`config.mk`:
```
export PLATFORM = sky130hd
export DESIGN_NAME = seq_mul_div
export DESIGN_NICKNAME = d
export VERILOG_FILES = /design/src/rtl/muldiv_pkg.sv /design/src/rtl/seq_mul_div_twos_mag.sv /design/src/rtl/seq_mul_div.sv
export SDC_FILE = /design/constraint.sdc
export NUM_CORES = 1
export LEC_CHECK = 0
export ABC_AREA = 1
export BUFFER_PORTS_ARGS = -buffer_cell sky130_fd_sc_hd__buf_4
export CAP_MARGIN = 20
export CORE_AREA = 2 2 181 183
export DETAILED_ROUTE_END_ITERATION = 10
export DIE_AREA = 0 0 183 185
export GPL_TIMING_DRIVEN = 0
export PLACE_DENSITY = 0.76
export SLEW_MARGIN = 25
export SYNTH_ARGS = -nofsm -noshare
export SYNTH_HDL_FRONTEND = slang
export SYNTH_SLANG_ARGS = --single-unit
```
`constraint.sdc`:
```
create_clock -name clock -period 18.5 [get_ports clock]
set_input_delay 1.85 -clock clock [delete_from_list [all_inputs] [get_ports clock]]
set_output_delay 1.85 -clock clock [all_outputs]
set_load 0.01 [all_outputs]
```
`src/rtl/muldiv_pkg.sv`:
```
// Shared constants for the sequential multiply/divide unit: op encodings, FSM states, div-by-zero quotient.
// Latency: n/a (declarations only).
// Backpressure: n/a (declarations only).
package muldiv_pkg;

    // Operation select on the op input.
    localparam logic OP_MUL = 1'b0;
    localparam logic OP_DIV = 1'b1;

    // Control FSM states.
    typedef enum logic [1:0] {
        IDLE = 2'd0,
        CALC = 2'd1,
        FIX  = 2'd2,
        DONE = 2'd3
    } state_t;

    // Quotient reported for a zero divisor; callers truncate to their data width.
    localparam logic [63:0] DIV0_QUOT = '1;

endpackage

```
`src/rtl/seq_mul_div_twos_mag.sv`:
```
// Conditional two's-complement negate: magnitude of a negative value, or sign application to a magnitude.
// Latency: combinational, zero cycles.
// Backpressure: none; output follows the inputs.
module twos_mag #(
    parameter int W = 32
) (
    input  logic [W-1:0] value,
    input  logic         sign_en,
    output logic [W-1:0] mag
);

    // Negate when sign_en is set; the caller supplies a width that holds the most negative input's magnitude.
    always_comb begin
        mag = sign_en ? -value : value;
    end

endmodule

```
`src/rtl/seq_mul_div.sv`:
```
// Signed multi-cycle MUL/DIV for ZHigh/ZLow: one shift-add or restoring-divide step per clock. Optional MULDIV_DIV0_FLAG_EN adds div_by_zero.
// Latency: done pulses in the DATA_WIDTH+2'th cycle after the start edge; results hold until the next operation.
// Backpressure: none; start is only accepted while idle and is silently dropped while busy.
module seq_mul_div
    import muldiv_pkg::*;
#(
    parameter int DATA_WIDTH = 32
) (
    input  logic                  clock,
    input  logic                  clear,
    input  logic                  start,
    input  logic                  op,
    input  logic [DATA_WIDTH-1:0] operand_a,
    input  logic [DATA_WIDTH-1:0] operand_b,
    output logic                  busy,
    output logic                  done,
    output logic [DATA_WIDTH-1:0] result_hi,
    output logic [DATA_WIDTH-1:0] result_lo
`ifdef MULDIV_DIV0_FLAG_EN
    ,
    output logic                  div_by_zero
`endif
);

    localparam int W  = DATA_WIDTH;
    localparam int CW = $clog2(W) + 1;

    state_t           state;
    state_t           state_nxt;
    logic             op_r;
    logic             sign_a;
    logic             sign_b;
    logic             b_zero;
    logic [W:0]       mag_a;
    logic [W:0]       mag_b;
    logic [2*W-1:0]   acc;
    logic [CW-1:0]    cnt;

    logic [W:0]       a_abs;
    logic [W:0]       b_abs;
    logic             last_iter;
    logic [W:0]       mul_sum;
    logic [W:0]       div_trial;
    logic             div_ge;
    logic [W-1:0]     div_diff;
    logic [2*W-1:0]   acc_mul_nxt;
    logic [2*W-1:0]   acc_div_nxt;
    logic [2*W-1:0]   fix_in;
    logic [2*W-1:0]   fix_wide;
    logic [W-1:0]     fix_rem;

    // Operand magnitudes are one bit wider so the most negative value has a representable magnitude.
    twos_mag #(.W(W + 1)) u_mag_a (
        .value   ({operand_a[W-1], operand_a}),
        .sign_en (operand_a[W-1]),
        .mag     (a_abs)
    );

    twos_mag #(.W(W + 1)) u_mag_b (
        .value   ({operand_b[W-1], operand_b}),
        .sign_en (operand_b[W-1]),
        .mag     (b_abs)
    );

    // Product (MUL) or quotient (DIV) takes the XOR of the operand signs.
    assign fix_in = (op_r == OP_MUL) ? acc : {{W{1'b0}}, acc[W-1:0]};

    twos_mag #(.W(2 * W)) u_fix_wide (
        .value   (fix_in),
        .sign_en (sign_a ^ sign_b),
        .mag     (fix_wide)
    );

    // Remainder follows the dividend's sign.
    twos_mag #(.W(W)) u_fix_rem (
        .value   (acc[2*W-1:W]),
        .sign_en (sign_a),
        .mag     (fix_rem)
    );

    // One iteration of each algorithm; acc holds {upper, lower} halves shared by both.
    always_comb begin
        last_iter   = (cnt == CW'(W - 1));
        // MUL: add multiplicand into the upper half when the current multiplier bit is set, then shift right.
        mul_sum     = {1'b0, acc[2*W-1:W]} + (acc[0] ? mag_a : '0);
        acc_mul_nxt = {mul_sum, acc[W-1:1]};
        // DIV: shift next dividend bit into the partial remainder and subtract the divisor if it fits.
        div_trial   = {acc[2*W-1:W], acc[W-1]};
        div_ge      = (div_trial >= mag_b);
        div_diff    = div_trial[W-1:0] - mag_b[W-1:0];
        acc_div_nxt = {(div_ge ? div_diff : div_trial[W-1:0]), acc[W-2:0], div_ge};
    end

    // State register; clear returns to IDLE at once, even mid-operation.
    always_ff @(posedge clock or posedge clear) begin
        if (clear) begin
            state <= IDLE;
        end else begin
            state <= state_nxt;
        end
    end

    // Next-state and status outputs.
    always_comb begin
        state_nxt = state;
        busy      = (state != IDLE);
        done      = (state == DONE);
        case (state)
            IDLE:    if (start) state_nxt = CALC;
            CALC:    if (last_iter) state_nxt = FIX;
            FIX:     state_nxt = DONE;
            DONE:    state_nxt = IDLE;
            default: state_nxt = IDLE;
        endcase
    end

    // Operand capture, iteration datapath and sign-corrected result registers.
    always_ff @(posedge clock or posedge clear) begin
        if (clear) begin
            op_r      <= 1'b0;
            sign_a    <= 1'b0;
            sign_b    <= 1'b0;
            b_zero    <= 1'b0;
            mag_a     <= '0;
            mag_b     <= '0;
            acc       <= '0;
            cnt       <= '0;
            result_hi <= '0;
            result_lo <= '0;
`ifdef MULDIV_DIV0_FLAG_EN
            div_by_zero <= 1'b0;
`endif
        end else begin
            case (state)
                IDLE: begin
                    if (start) begin
                        op_r   <= op;
                        sign_a <= operand_a[W-1];
                        sign_b <= operand_b[W-1];
                        b_zero <= (operand_b == '0);
                        mag_a  <= a_abs;
                        mag_b  <= b_abs;
                        cnt    <= '0;
                        // MUL walks the multiplier bits; DIV walks the dividend bits.
                        acc    <= (op == OP_MUL) ? {{W{1'b0}}, b_abs[W-1:0]}
                                                 : {{W{1'b0}}, a_abs[W-1:0]};
                    end
                end
                CALC: begin
                    acc <= (op_r == OP_MUL) ? acc_mul_nxt : acc_div_nxt;
                    cnt <= cnt + CW'(1);
                end
                FIX: begin
                    if (op_r == OP_MUL) begin
                        result_hi <= fix_wide[2*W-1:W];
                        result_lo <= fix_wide[W-1:0];
                    end else begin
                        result_hi <= fix_rem;
                        result_lo <= b_zero ? W'(DIV0_QUOT) : fix_wide[W-1:0];
                    end
`ifdef MULDIV_DIV0_FLAG_EN
                    div_by_zero <= (op_r == OP_DIV) && b_zero;
`endif
                end
                default: begin
                end
            endcase
        end
    end

endmodule

```
Word-level counts from Yosys, hierarchy flattened
Cells that the tools add are included.
{"block": "classes", "addsub": 7, "n_bitwise": 1, "n_lt_le_gt_ge": 1, "n_reduce_logical": 7, "n_mux": 19, "n_eq_ne": 6}
{"operator": "2-to-1 mux 64 bit", "n": 4}
{"operator": "2-to-1 mux 32 bit", "n": 6}
{"operator": "one-hot mux 64 bit (2 select lines)", "n": 1}
{"operator": "2-to-1 mux 33 bit", "n": 3}
{"operator": "negator 33 bit", "n": 2}
{"operator": "negator 64 bit", "n": 1}
{"operator": "adder 32 x 33 -> 33 bit", "n": 1}
{"operator": "greater-or-equal comparator 33 bit", "n": 1}
{"operator": "logical NOT 32 bit", "n": 1}
{"operator": "negator 32 bit", "n": 1}
{"operator": "subtractor 32 bit", "n": 1}
{"operator": "one-hot mux 6 bit (2 select lines)", "n": 1}
{"operator": "one-hot mux 2 bit (4 select lines)", "n": 1}
{"operator": "adder 6 x 1 -> 6 bit, second input constant", "n": 1}
{"operator": "equality test 6 x 5 -> 1 bit, second input constant", "n": 1}
{"operator": "2-to-1 mux 6 bit", "n": 1}
{"operator": "AND reduction 2 bit", "n": 3}
{"operator": "equality test 2 bit, second input constant", "n": 2}
{"operator": "2-to-1 mux 2 bit", "n": 2}
{"operator": "inequality test 2 bit, second input constant", "n": 2}
{"operator": "nonzero test 2 bit", "n": 2}
{"operator": "equality test 2 x 1 -> 1 bit, second input constant", "n": 1}
{"operator": "logical NOT 2 bit", "n": 1}
{"operator": "XOR 1 bit", "n": 1}
{"block": "totals", "register_bits": 206, "word_cells": 52}

Depth between registers and ports, before layout
Gate-level depths: netlist of the first run.
{"block": "depth", "depth_word": 5, "depth_mapped": 20, "ltp_nobuf": 18}

By module
From an unflattened synthesis of the first run, not the netlist that was laid out.
{"block": "unflattened", "hier_cells": 3538, "hier_area_um2": 20703.6}
{"mod": "seq_mul_div", "n_inst": 1, "cells_per_inst": 2347, "area_per_inst_um2": 15038.2, "seq_area_each_um2": 5154.9}
{"mod": "twos_mag at u_fix_wide", "n_inst": 1, "cells_per_inst": 498, "area_per_inst_um2": 2411.1, "seq_area_each_um2": 0.0}
{"mod": "twos_mag at u_mag_a ...", "n_inst": 2, "cells_per_inst": 234, "area_per_inst_um2": 1101.1, "seq_area_each_um2": 0.0}
{"mod": "twos_mag at u_fix_rem", "n_inst": 1, "cells_per_inst": 225, "area_per_inst_um2": 1052.3, "seq_area_each_um2": 0.0}

Worst setup path before layout of the first run
OpenSTA, ideal clock, no wires.
{"block": "synth_path", "path_kind": "input to register", "startpoint": "input operand_b[0]", "endpoint": "register acc[22]", "slack_ps": 15290, "stages": 12, "t_arrival_ps": 3132, "path_cell_list": "inv_1 > ha_1 > nand4_1 > nor2_1 > nand2_1 > nor2_1 > nand2_1 > nand2_1 > nand2_1 > nand3_1 > nand3_1 > a21oi_1"}
{"block": "synth_via", "elab_chain_len": 5}
{"element": "start, declared", "line_no": "seq_mul_div.sv:14", "text": "input logic [DATA_WIDTH-1:0] operand_b,"}
{"element": "negator 33 bit", "line_no": "seq_mul_div_twos_mag.sv:14", "text": "mag = sign_en ? -value : value;"}
{"element": "2-to-1 mux 33 bit", "line_no": "seq_mul_div_twos_mag.sv:14"}
{"element": "2-to-1 mux 32 bit", "line_no": "seq_mul_div.sv:145", "text": "acc <= (op == OP_MUL) ? {{W{1'b0}}, b_abs[W-1:0]}"}
{"element": "2-to-1 mux 64 bit", "line_no": "seq_mul_div.sv:136", "text": "if (start) begin"}
{"element": "one-hot mux 64 bit (2 select lines)", "line_no": "seq_mul_div.sv:134", "text": "case (state)"}
{"element": "end signal, assigned", "line_no": "seq_mul_div.sv:145"}
{"element": "end signal, assigned", "line_no": "seq_mul_div.sv:150", "text": "acc <= (op_r == OP_MUL) ? acc_mul_nxt : acc_div_nxt;"}
{"element": "end, declared", "line_no": "seq_mul_div.sv:36", "text": "logic [2*W-1:0] acc;"}
No other way between the ends. The select of a mux whose other input is x is not followed.
A chain may end at the register's enable or synchronous reset.

Worst setup path after layout of the first run
{"block": "layout_path", "startpoint": "input operand_b[0]", "endpoint": "register acc[20]"}
Same word-level chain as after synthesis.

==> impl_results.rst, run 1 <==
.. list-table::
   :header-rows: 1

   * - Metric
     - Value
   * - Max Clk Rate
     - 268 MHz
   * - Number of register bits inferred by synthesis
     - 206
   * - Clock tree from TritonCTS
     - done
   * - Via/cell ratio
     - 6.05
   * - Total number of clock tree sinks
     - 206
   * - Nature of the critical path endpoint
     - flop
   * - Worst endpoint required time
     - 18.98 ns
   * - Area share of the largest cell type after synthesis
     - 0.272
   * - Max Cap Violations
     - 0
   * - Reg2Reg Setup Slack
     - 15.35 ns
   * - HPWL after DPL
     - 60100 um
   * - Floorplan die height
     - 185 um
   * - Initial detailed-routing violation count
     - 3232
   * - Boundary pin count
     - 134
   * - CP max stage cell
     - sky130_fd_sc_hd__nor2_1
   * - Total of hold buffers inserted after clock tree synthesis
     - 0
   * - Net Sw Power
     - 2.46 mW
   * - Number of instances in the placed design
     - 3694
   * - Pint
     - 1.87 mW
   * - Post-synthesis area per instance
     - 6.01 um2
   * - Number of setup buffers added after CTS
     - 0
   * - Cells along the critical path
     - buf_4, inv_1, ha_1, nand4_1, nor2_1, nand2_1, nor2_1, nand2_1, nand2_1, nand2_1, nand3_1, nand3_1, a21oi_1
   * - Syn Nets
     - 3296
   * - Combinational share of power
     - 0.677
   * - Most common cell in the synthesized netlist
     - sky130_fd_sc_hd__nand2_1
   * - Most frequently used flop master after synthesis
     - sky130_fd_sc_hd__dfrtp_1
   * - Crit path top cell by count
     - sky130_fd_sc_hd__nand2_1
   * - Antenna Cells
     - 0
   * - Number of warnings printed during yosys synthesis
     - 0
   * - Clock buffers created by TritonCTS
     - 24
   * - Clock input transition at the sequential cells of the worst setup and hold paths
     - 0.06 ns
   * - Core outline area
     - 0.0320 mm2
   * - Die outline width
     - 183 um
   * - Run status
     - finished clean
   * - Slew Limit Fails
     - 0
   * - Static leakage
     - 11.5 nW
   * - Largest net degree at the start of global routing
     - 82
   * - Ratio of final minimum period to clock period
     - 0.202
   * - Count of cells resized by post-cts repair
     - 0
   * - Number of rows created at floorplan
     - 66
   * - Share of power burned in the clock network
     - 0.110
   * - Final Hold Violating Endpoints
     - 0
   * - Crit path arrival time
     - 4.21 ns
   * - Final min period
     - 3.74 ns
   * - Library cell used as clock root buffer
     - sky130_fd_sc_hd__clkbuf_16
   * - Gr usage total
     - 0.435
   * - Kind of cell adding the most delay to the critical path
     - simple AND/OR/NAND/NOR gates
   * - Starting Density
     - 0.591
   * - Number of nets in the layout
     - 3456
   * - Number of unique standard cell types used by synthesis
     - 50
   * - Post-Synthesis Cell Area
     - 0.0189 mm2
   * - Full die area
     - 0.0339 mm2
   * - Biggest area contributors in the synthesized netlist
     - sky130_fd_sc_hd__dfrtp_1 27%, sky130_fd_sc_hd__nand2_1 20%, sky130_fd_sc_hd__inv_1 9.2%
   * - Area delta synth->final
     - 12.4%
   * - Layout filler cell count
     - 3097
   * - Crit path launch type
     - input pin
   * - CTS HTree Levels
     - 1
   * - Worst min path class
     - reg -> reg
   * - EDFF count, synth
     - 0
   * - Source-to-sink clock delay at the later pin of the worst-skew pair
     - 0.56 ns
   * - Via count of the first global-routing pass
     - 20400
   * - Final Setup Violations
     - 0
   * - Initial DRT Pass Iterations
     - 6
   * - DRC errors left
     - 0
   * - Max rail drop VDD
     - 0.000147 V
   * - Wirelength, routed
     - 74500 um
   * - Via count
     - 22600
   * - Non-filler cells, final
     - 3737
   * - Port Buffer Count
     - 132
   * - Share of the yosys chip area belonging to registers
     - 0.272
   * - Residual overflow from global routing
     - 0
   * - Clock Skews
     - 0.0366 ns
   * - Maximum buffer depth of the clock tree
     - 3
   * - Tightest Pin Transition
     - 0.980 ns
   * - Async S/R FF share, synth
     - 1.00
   * - Pwr/cell area
     - 203 mW/mm2
   * - Category of the critical setup timing path
     - in -> reg
   * - Cell types with the highest counts after synthesis
     - 1006 x sky130_fd_sc_hd__nand2_1, 463 x sky130_fd_sc_hd__inv_1, 344 x sky130_fd_sc_hd__nor2_1, 290 x sky130_fd_sc_hd__nand3_1, 206 x sky130_fd_sc_hd__dfrtp_1
   * - Library cell with the largest summed area after synthesis
     - sky130_fd_sc_hd__dfrtp_1
   * - Area of placed instances
     - 0.0205 mm2
   * - Number of nets with antenna violations after detailed routing
     - 0
   * - Largest stage delay on the critical path
     - 0.36 ns
   * - Routed WL per cell
     - 19.9 um
   * - Net switching fraction of the power
     - 0.567
   * - Sum of negative setup slack
     - 0 ns
   * - Wire length of the first global-routing pass
     - 113000 um
   * - Buf/Inv on CP
     - 2
   * - Largest fanout on the critical path
     - 5
   * - Worst rel slew slack
     - 0.347
   * - Setup repair after global routing missed its margin
     - no
   * - Antenna violations before repair
     - 0
   * - Cells after Synth
     - 3152
   * - Fraction of final layout cells with drive strength greater than 1
     - 0.0829
   * - Relative contribution of sequential cells to total power
     - 0.213
   * - Placer Congestion
     - 1.09
   * - Post-Layout Inst Area
     - 0.0213 mm2
tightest hold or removal path: cells and delay by family (launching register included):
family	cells	cell delay (ns)
flops	1	0.34
simple gates	2	0.11
logic make-up (layout without fill, tap and decap cells):
kind of cell,count (synthesis),after routing,share of synthesized area
AO/OA/AOI/OAI,418,418,0.122
XOR/XNOR,64,64,0.0296
adder cells (fa/ha/maj),76,76,0.0510
buffers and inverters,575,752,0.118
flip-flops,206,206,0.272
AND/OR/NAND/NOR,1813,1813,0.408
per-layer routing:
metal | vias to the layer above | track usage | wire (um)
li1 | 10400 | - | -
met1 | 10300 | 0.577 | 28900
met2 | 1606 | 0.656 | 31000
met3 | 321 | 0.0912 | 9180
met4 | 2 | 0.255 | 5340
met5 | - | 0.0163 | 72
area by class of cell:
class                      count  area (um2)  area share
buffer                        98         435      0.0205
clock buffer                  36         696      0.0327
clock inverter                 7        83.8     0.00394
inverter                     477        1800      0.0845
multi-input combinational   2371       11600       0.543
sequential                   206        5150       0.242
tap                          408         510      0.0240
timing repair buffer         134        1050      0.0491
placed cells by master, fill, tap and decap left out, types with 14 or more instances in the layout:
cell type,count
sky130_fd_sc_hd__nor3_1,31
sky130_fd_sc_hd__clkbuf_1,75
sky130_fd_sc_hd__nand2_1,1006
sky130_fd_sc_hd__o21ai_0,162
sky130_fd_sc_hd__nor2_1,344
sky130_fd_sc_hd__buf_4,133
sky130_fd_sc_hd__clkbuf_16,24
sky130_fd_sc_hd__buf_2,15
sky130_fd_sc_hd__xor2_1,51
sky130_fd_sc_hd__nor2_2,14
sky130_fd_sc_hd__dfrtp_1,206
sky130_fd_sc_hd__nand4_1,50
sky130_fd_sc_hd__nand2_2,17
sky130_fd_sc_hd__a31oi_1,49
sky130_fd_sc_hd__inv_1,462
sky130_fd_sc_hd__nand3_1,290
sky130_fd_sc_hd__a21oi_1,131
sky130_fd_sc_hd__nand3b_1,17
sky130_fd_sc_hd__o21ai_1,20
sky130_fd_sc_hd__ha_1,74
power groups by stage:
stage	Sequential (mW)	Clock, mW	Combinational, mW
after floorplan	0.841	0	1.93
after global placement	0.903	0	2.75
after detailed placement	0.912	0	2.81
after CTS	0.906	0.475	2.83
after global routing	0.929	0.491	3.21
final	0.920	0.478	2.93
stage by stage:
| step | util | power (mW) | hold WS (ns) | setup slack [ns] |
|---|---|---|---|---|
| floorplan | - | 2.77 | 0.449 | 11.03 |
| global placement | 0.638 | 3.65 | 0.465 | 8.69 |
| detailed placement | 0.640 | 3.72 | 0.468 | 14.35 |
| CTS | 0.664 | 4.21 | 0.484 | 14.89 |
| global route | 0.664 | 4.63 | 0.499 | 14.61 |
| finish | 0.664 | 4.33 | 0.479 | 14.76 |
path summary, 6_finish.rpt:
check | start | to | cells past startpoint
setup / recovery | operand_b[0] | acc[20] | 13
hold / removal | result_hi[2] | result_hi[2] | 2
setup reg to reg | acc[0] | acc[61] | 19
hold reg to reg | result_hi[2] | result_hi[2] | 2
max in group asynchronous | clear | result_lo[16] | 3
min in group asynchronous | clear | acc[56] | 2
sequential cells by signal, indices dropped and copies added (netlist names), 2 cells and up:
signal / count
result_hi: 32
acc: 64
mag_b: 33
result_lo: 32
cnt: 6
mag_a: 33
state: 2
Power figures use the tool's default switching activity.
==> inputs of run 2 (changes only) <==
--- a/config.mk
+++ b/config.mk
@@ -8,11 +8,11 @@
 export ABC_AREA = 1
 export BUFFER_PORTS_ARGS = -buffer_cell sky130_fd_sc_hd__buf_4
 export CAP_MARGIN = 20
-export CORE_AREA = 2 2 181 183
+export CORE_AREA = 2 2 186 188
 export DETAILED_ROUTE_END_ITERATION = 10
-export DIE_AREA = 0 0 183 185
+export DIE_AREA = 0 0 188 190
 export GPL_TIMING_DRIVEN = 0
-export PLACE_DENSITY = 0.76
+export PLACE_DENSITY = 0.75
 export SLEW_MARGIN = 25
 export SYNTH_ARGS = -nofsm -noshare
 export SYNTH_HDL_FRONTEND = slang
==> constraint.sdc (replaced) <==
create_clock -name clock -period 3.22 [get_ports clock]
set_input_delay 0.322 -clock clock [delete_from_list [all_inputs] [get_ports clock]]
set_output_delay 0.322 -clock clock [all_outputs]
set_load 0.01 [all_outputs]
==> impl_results.rst, run 2 (synthesis results as in run 1) <==
.. list-table::
   :header-rows: 1

   * - Metric
     - Value
   * - Post-placement worst setup slack
     - -0.00978 ns (was 14.35 ns)
   * - HPWL after DPL
     - 61600 um (was 60100 um)
   * - Net switching fraction of the power
     - 0.560 (was 0.567)
   * - Share of power burned in the clock network
     - 0.127 (was 0.110)
   * - Via count of the first global-routing pass
     - 20100 (was 20400)
   * - Routed WL per cell
     - 20.0 um (was 19.9 um)
   * - Placer Congestion
     - 1.07 (was 1.09)
   * - Via count
     - 22100 (was 22600)
   * - Die outline width
     - 188 um (was 183 um)
   * - CTS HTree Levels
     - 1 (unchanged)
   * - Relative contribution of sequential cells to total power
     - 0.211 (was 0.213)
   * - Gr usage total
     - 0.415 (was 0.435)
   * - Registers with the most flip-flops
     - acc x64, mag_a x33, mag_b x33 (unchanged)
   * - Clock tree from TritonCTS
     - done (unchanged)
   * - Worst endpoint required time
     - 3.70 ns (was 18.98 ns)
   * - Wire length of the first global-routing pass
     - 115000 um (was 113000 um)
   * - Max Clk Rate
     - 340 MHz
   * - Area of placed instances
     - 0.0206 mm2 (was 0.0205 mm2)
   * - Clock Skews
     - 0.0172 ns (was 0.0366 ns)
   * - Clock buffers created by TritonCTS
     - 25 (was 24)
   * - Initial detailed-routing violation count
     - 2895 (was 3232)
   * - Via/cell ratio
     - 5.82 (was 6.05)
   * - Non-filler cells, final
     - 3790 (was 3737)
   * - Nature of the critical path endpoint
     - flop (unchanged)
   * - Fraction of final layout cells with drive strength greater than 1
     - 0.0861 (was 0.0829)
   * - Wirelength, routed
     - 75700 um (was 74500 um)
   * - Smallest setup slack after layout
     - 0.278 ns (was 14.76 ns)
   * - Boundary pin count
     - 134 (unchanged)
   * - Register-to-Register Path Depth
     - 19 (unchanged)
   * - Source-to-sink clock delay at the later pin of the worst-skew pair
     - 0.55 ns (was 0.56 ns)
   * - Slew Limit Fails
     - 0 (unchanged)
   * - Worst r2r src
     - acc[0] (unchanged)
   * - Residual overflow from global routing
     - 0 (unchanged)
   * - Number of nets with antenna violations after detailed routing
     - 0 (unchanged)
   * - Net Sw Power
     - 14.2 mW (was 2.46 mW)
   * - Count of cells resized by post-cts repair
     - 0 (unchanged)
   * - Ratio of final minimum period to clock period
     - 0.914
   * - Category of the critical setup timing path
     - reg -> reg (was in -> reg)
   * - Sum of negative setup slack
     - 0 ns (unchanged)
   * - Final core utilization
     - 0.635 (was 0.664)
   * - Port Buffer Count
     - 132 (unchanged)
   * - Combinational share of power
     - 0.662 (was 0.677)
   * - Register bank with the most flops
     - acc (unchanged)
   * - Antenna violations before repair
     - 0 (unchanged)
   * - Pwr/cell area
     - 1180 mW/mm2 (was 203 mW/mm2)
   * - Setup repair after global routing missed its margin
     - no (unchanged)
   * - Post-Layout Inst Area
     - 0.0216 mm2 (was 0.0213 mm2)
   * - Number of flip-flops in the largest register
     - 64 (unchanged)
   * - Floorplan die height
     - 190 um (was 185 um)
   * - Static leakage
     - 11.6 nW (was 11.5 nW)
   * - Maximum buffer depth of the clock tree
     - 3 (unchanged)
   * - Total number of clock tree sinks
     - 206 (unchanged)
   * - Final Setup Violations
     - 0 (unchanged)
   * - HP Start
     - operand_a[23] (was result_hi[2])
   * - Top library cells by usage in the layout, fill and taps aside
     - 1006 x sky130_fd_sc_hd__nand2_1, 462 x sky130_fd_sc_hd__inv_1, 344 x sky130_fd_sc_hd__nor2_1, 290 x sky130_fd_sc_hd__nand3_1, 206 x sky130_fd_sc_hd__dfrtp_1 (unchanged)
   * - Max Cap Violations
     - 0 (unchanged)
   * - Commonest non-fill, non-tap cell in the layout
     - sky130_fd_sc_hd__nand2_1 (unchanged)
   * - Largest net degree at the start of global routing
     - 34 (was 82)
   * - Pint
     - 11.2 mW (was 1.87 mW)
   * - DRC errors left
     - 0 (unchanged)
   * - Crit path arrival time
     - 3.42 ns (was 4.21 ns)
   * - Area delta synth->final
     - 13.8% (was 12.4%)
   * - Clock input transition at the sequential cells of the worst setup and hold paths
     - 0.06 ns (about the same)
   * - Crit path launch type
     - flop (was input pin)
   * - Number of rows created at floorplan
     - 68 (was 66)
   * - Layout filler cell count
     - 3260 (was 3097)
   * - Full die area
     - 0.0357 mm2 (was 0.0339 mm2)
   * - Reg2Reg Setup Slack
     - 0.28 ns (was 15.35 ns)
   * - Largest fanout on the critical path
     - 19 (was 5)
   * - Run status
     - finished clean (unchanged)
   * - Max rail drop VDD
     - 0.000678 V (was 0.000147 V)
   * - Final min period
     - 2.94 ns
   * - Worst Hold Path EP
     - mag_a[23] (was result_hi[2])
   * - Worst hold slack
     - 0.0676 ns (was 0.479 ns)
   * - Final Hold Violating Endpoints
     - 0 (unchanged)
   * - Initial DRT Pass Iterations
     - 7 (was 6)
   * - Antenna Cells
     - 0 (unchanged)
   * - Capture instance of the worst register-to-register path
     - acc[47] (was acc[61])
   * - Library cell used as clock root buffer
     - sky130_fd_sc_hd__clkbuf_16 (unchanged)
   * - Tightest Pin Transition
     - 0.862 ns (was 0.980 ns)
   * - Worst hold stages
     - 3 (was 2)
   * - Core outline area
     - 0.0339 mm2 (was 0.0320 mm2)
   * - Starting Density
     - 0.558 (was 0.591)
   * - Worst rel slew slack
     - 0.425 (was 0.347)
   * - Worst min path class
     - in -> reg (was reg -> reg)
   * - Power consumption
     - 25.4 mW (was 4.33 mW)
   * - Number of nets in the layout
     - 3461 (was 3456)
   * - Number of instances in the placed design
     - 3745 (was 3694)
-- run 2: power groups by stage --
| stage | Clock, mW | Combinational [mW] | Sequential, mW |
|---|---|---|---|
| 3_5_place_dp | 0 | 16.2 | 5.32 |
| 2_1_floorplan | 0 | 11.1 | 4.83 |
| 6_report | 3.22 | 16.8 | 5.37 |
| 5_1_grt | 3.33 | 18.5 | 5.42 |
| 3_3_place_gp | 0 | 16.0 | 5.26 |
| 4_1_cts | 3.22 | 16.3 | 5.27 |
-- run 2: worst max-delay path, stage by stage (launching register included) --
cell                      delay, ns
sky130_fd_sc_hd__dfrtp_1       0.34
sky130_fd_sc_hd__buf_6         0.20
sky130_fd_sc_hd__nand2_1       0.10
sky130_fd_sc_hd__inv_1         0.06
sky130_fd_sc_hd__ha_1          0.21
sky130_fd_sc_hd__inv_1         0.08
sky130_fd_sc_hd__fa_1          0.39
sky130_fd_sc_hd__inv_1         0.13
sky130_fd_sc_hd__nand3_1       0.09
sky130_fd_sc_hd__nand3_1       0.17
sky130_fd_sc_hd__nand2_1       0.07
sky130_fd_sc_hd__nand2_1       0.16
sky130_fd_sc_hd__nand2_1       0.07
sky130_fd_sc_hd__nand2_1       0.12
sky130_fd_sc_hd__a21oi_1       0.07
sky130_fd_sc_hd__o21ai_0       0.21
sky130_fd_sc_hd__nand2_1       0.12
sky130_fd_sc_hd__inv_1         0.09
sky130_fd_sc_hd__nand3_1       0.07
sky130_fd_sc_hd__nand2_1       0.08
-- run 2: worst max-delay path by stage --
stage                 to  cells past startpoint  slack (ns)    from
2_1_floorplan     acc[0]                      1        0.23   clear
3_3_place_gp   mag_b[28]                      2       -0.95   clear
3_5_place_dp     acc[61]                     19       -0.01  acc[0]
4_1_cts          acc[47]                     19        0.38  acc[0]
5_1_grt          acc[47]                     19        0.06  acc[0]
6_report         acc[47]                     19        0.28  acc[0]
-- run 2: cell type report --
type / instances / area [um2] / share of cell area
flip-flops and latches: 206 / 5150 / 0.239
inverters: 477 / 1790 / 0.0832
repair buffers: 139 / 1120 / 0.0520
multi-input cells: 2371 / 11600 / 0.536
clock inverters: 11 / 201 / 0.00934
plain buffers: 97 / 432 / 0.0200
well taps: 455 / 569 / 0.0264
clock buffers: 34 / 729 / 0.0338
-- run 2: routing by layer --
| layer | up-vias | global-route usage | wire length (um) |
|---|---|---|---|
| met4 | 0 | 0.205 | 4620 |
| met5 | - | 0 | 0 |
| met1 | 10100 | 0.555 | 30000 |
| met2 | 1391 | 0.659 | 32800 |
| met3 | 240 | 0.0625 | 8230 |
| li1 | 10400 | - | - |
-- run 2: repair_timing --
item	in CTS	in global routing
hold endpoints to repair	26	0
hold buffers	1	0
setup buffers	0	0
setup endpoints to repair	3	0
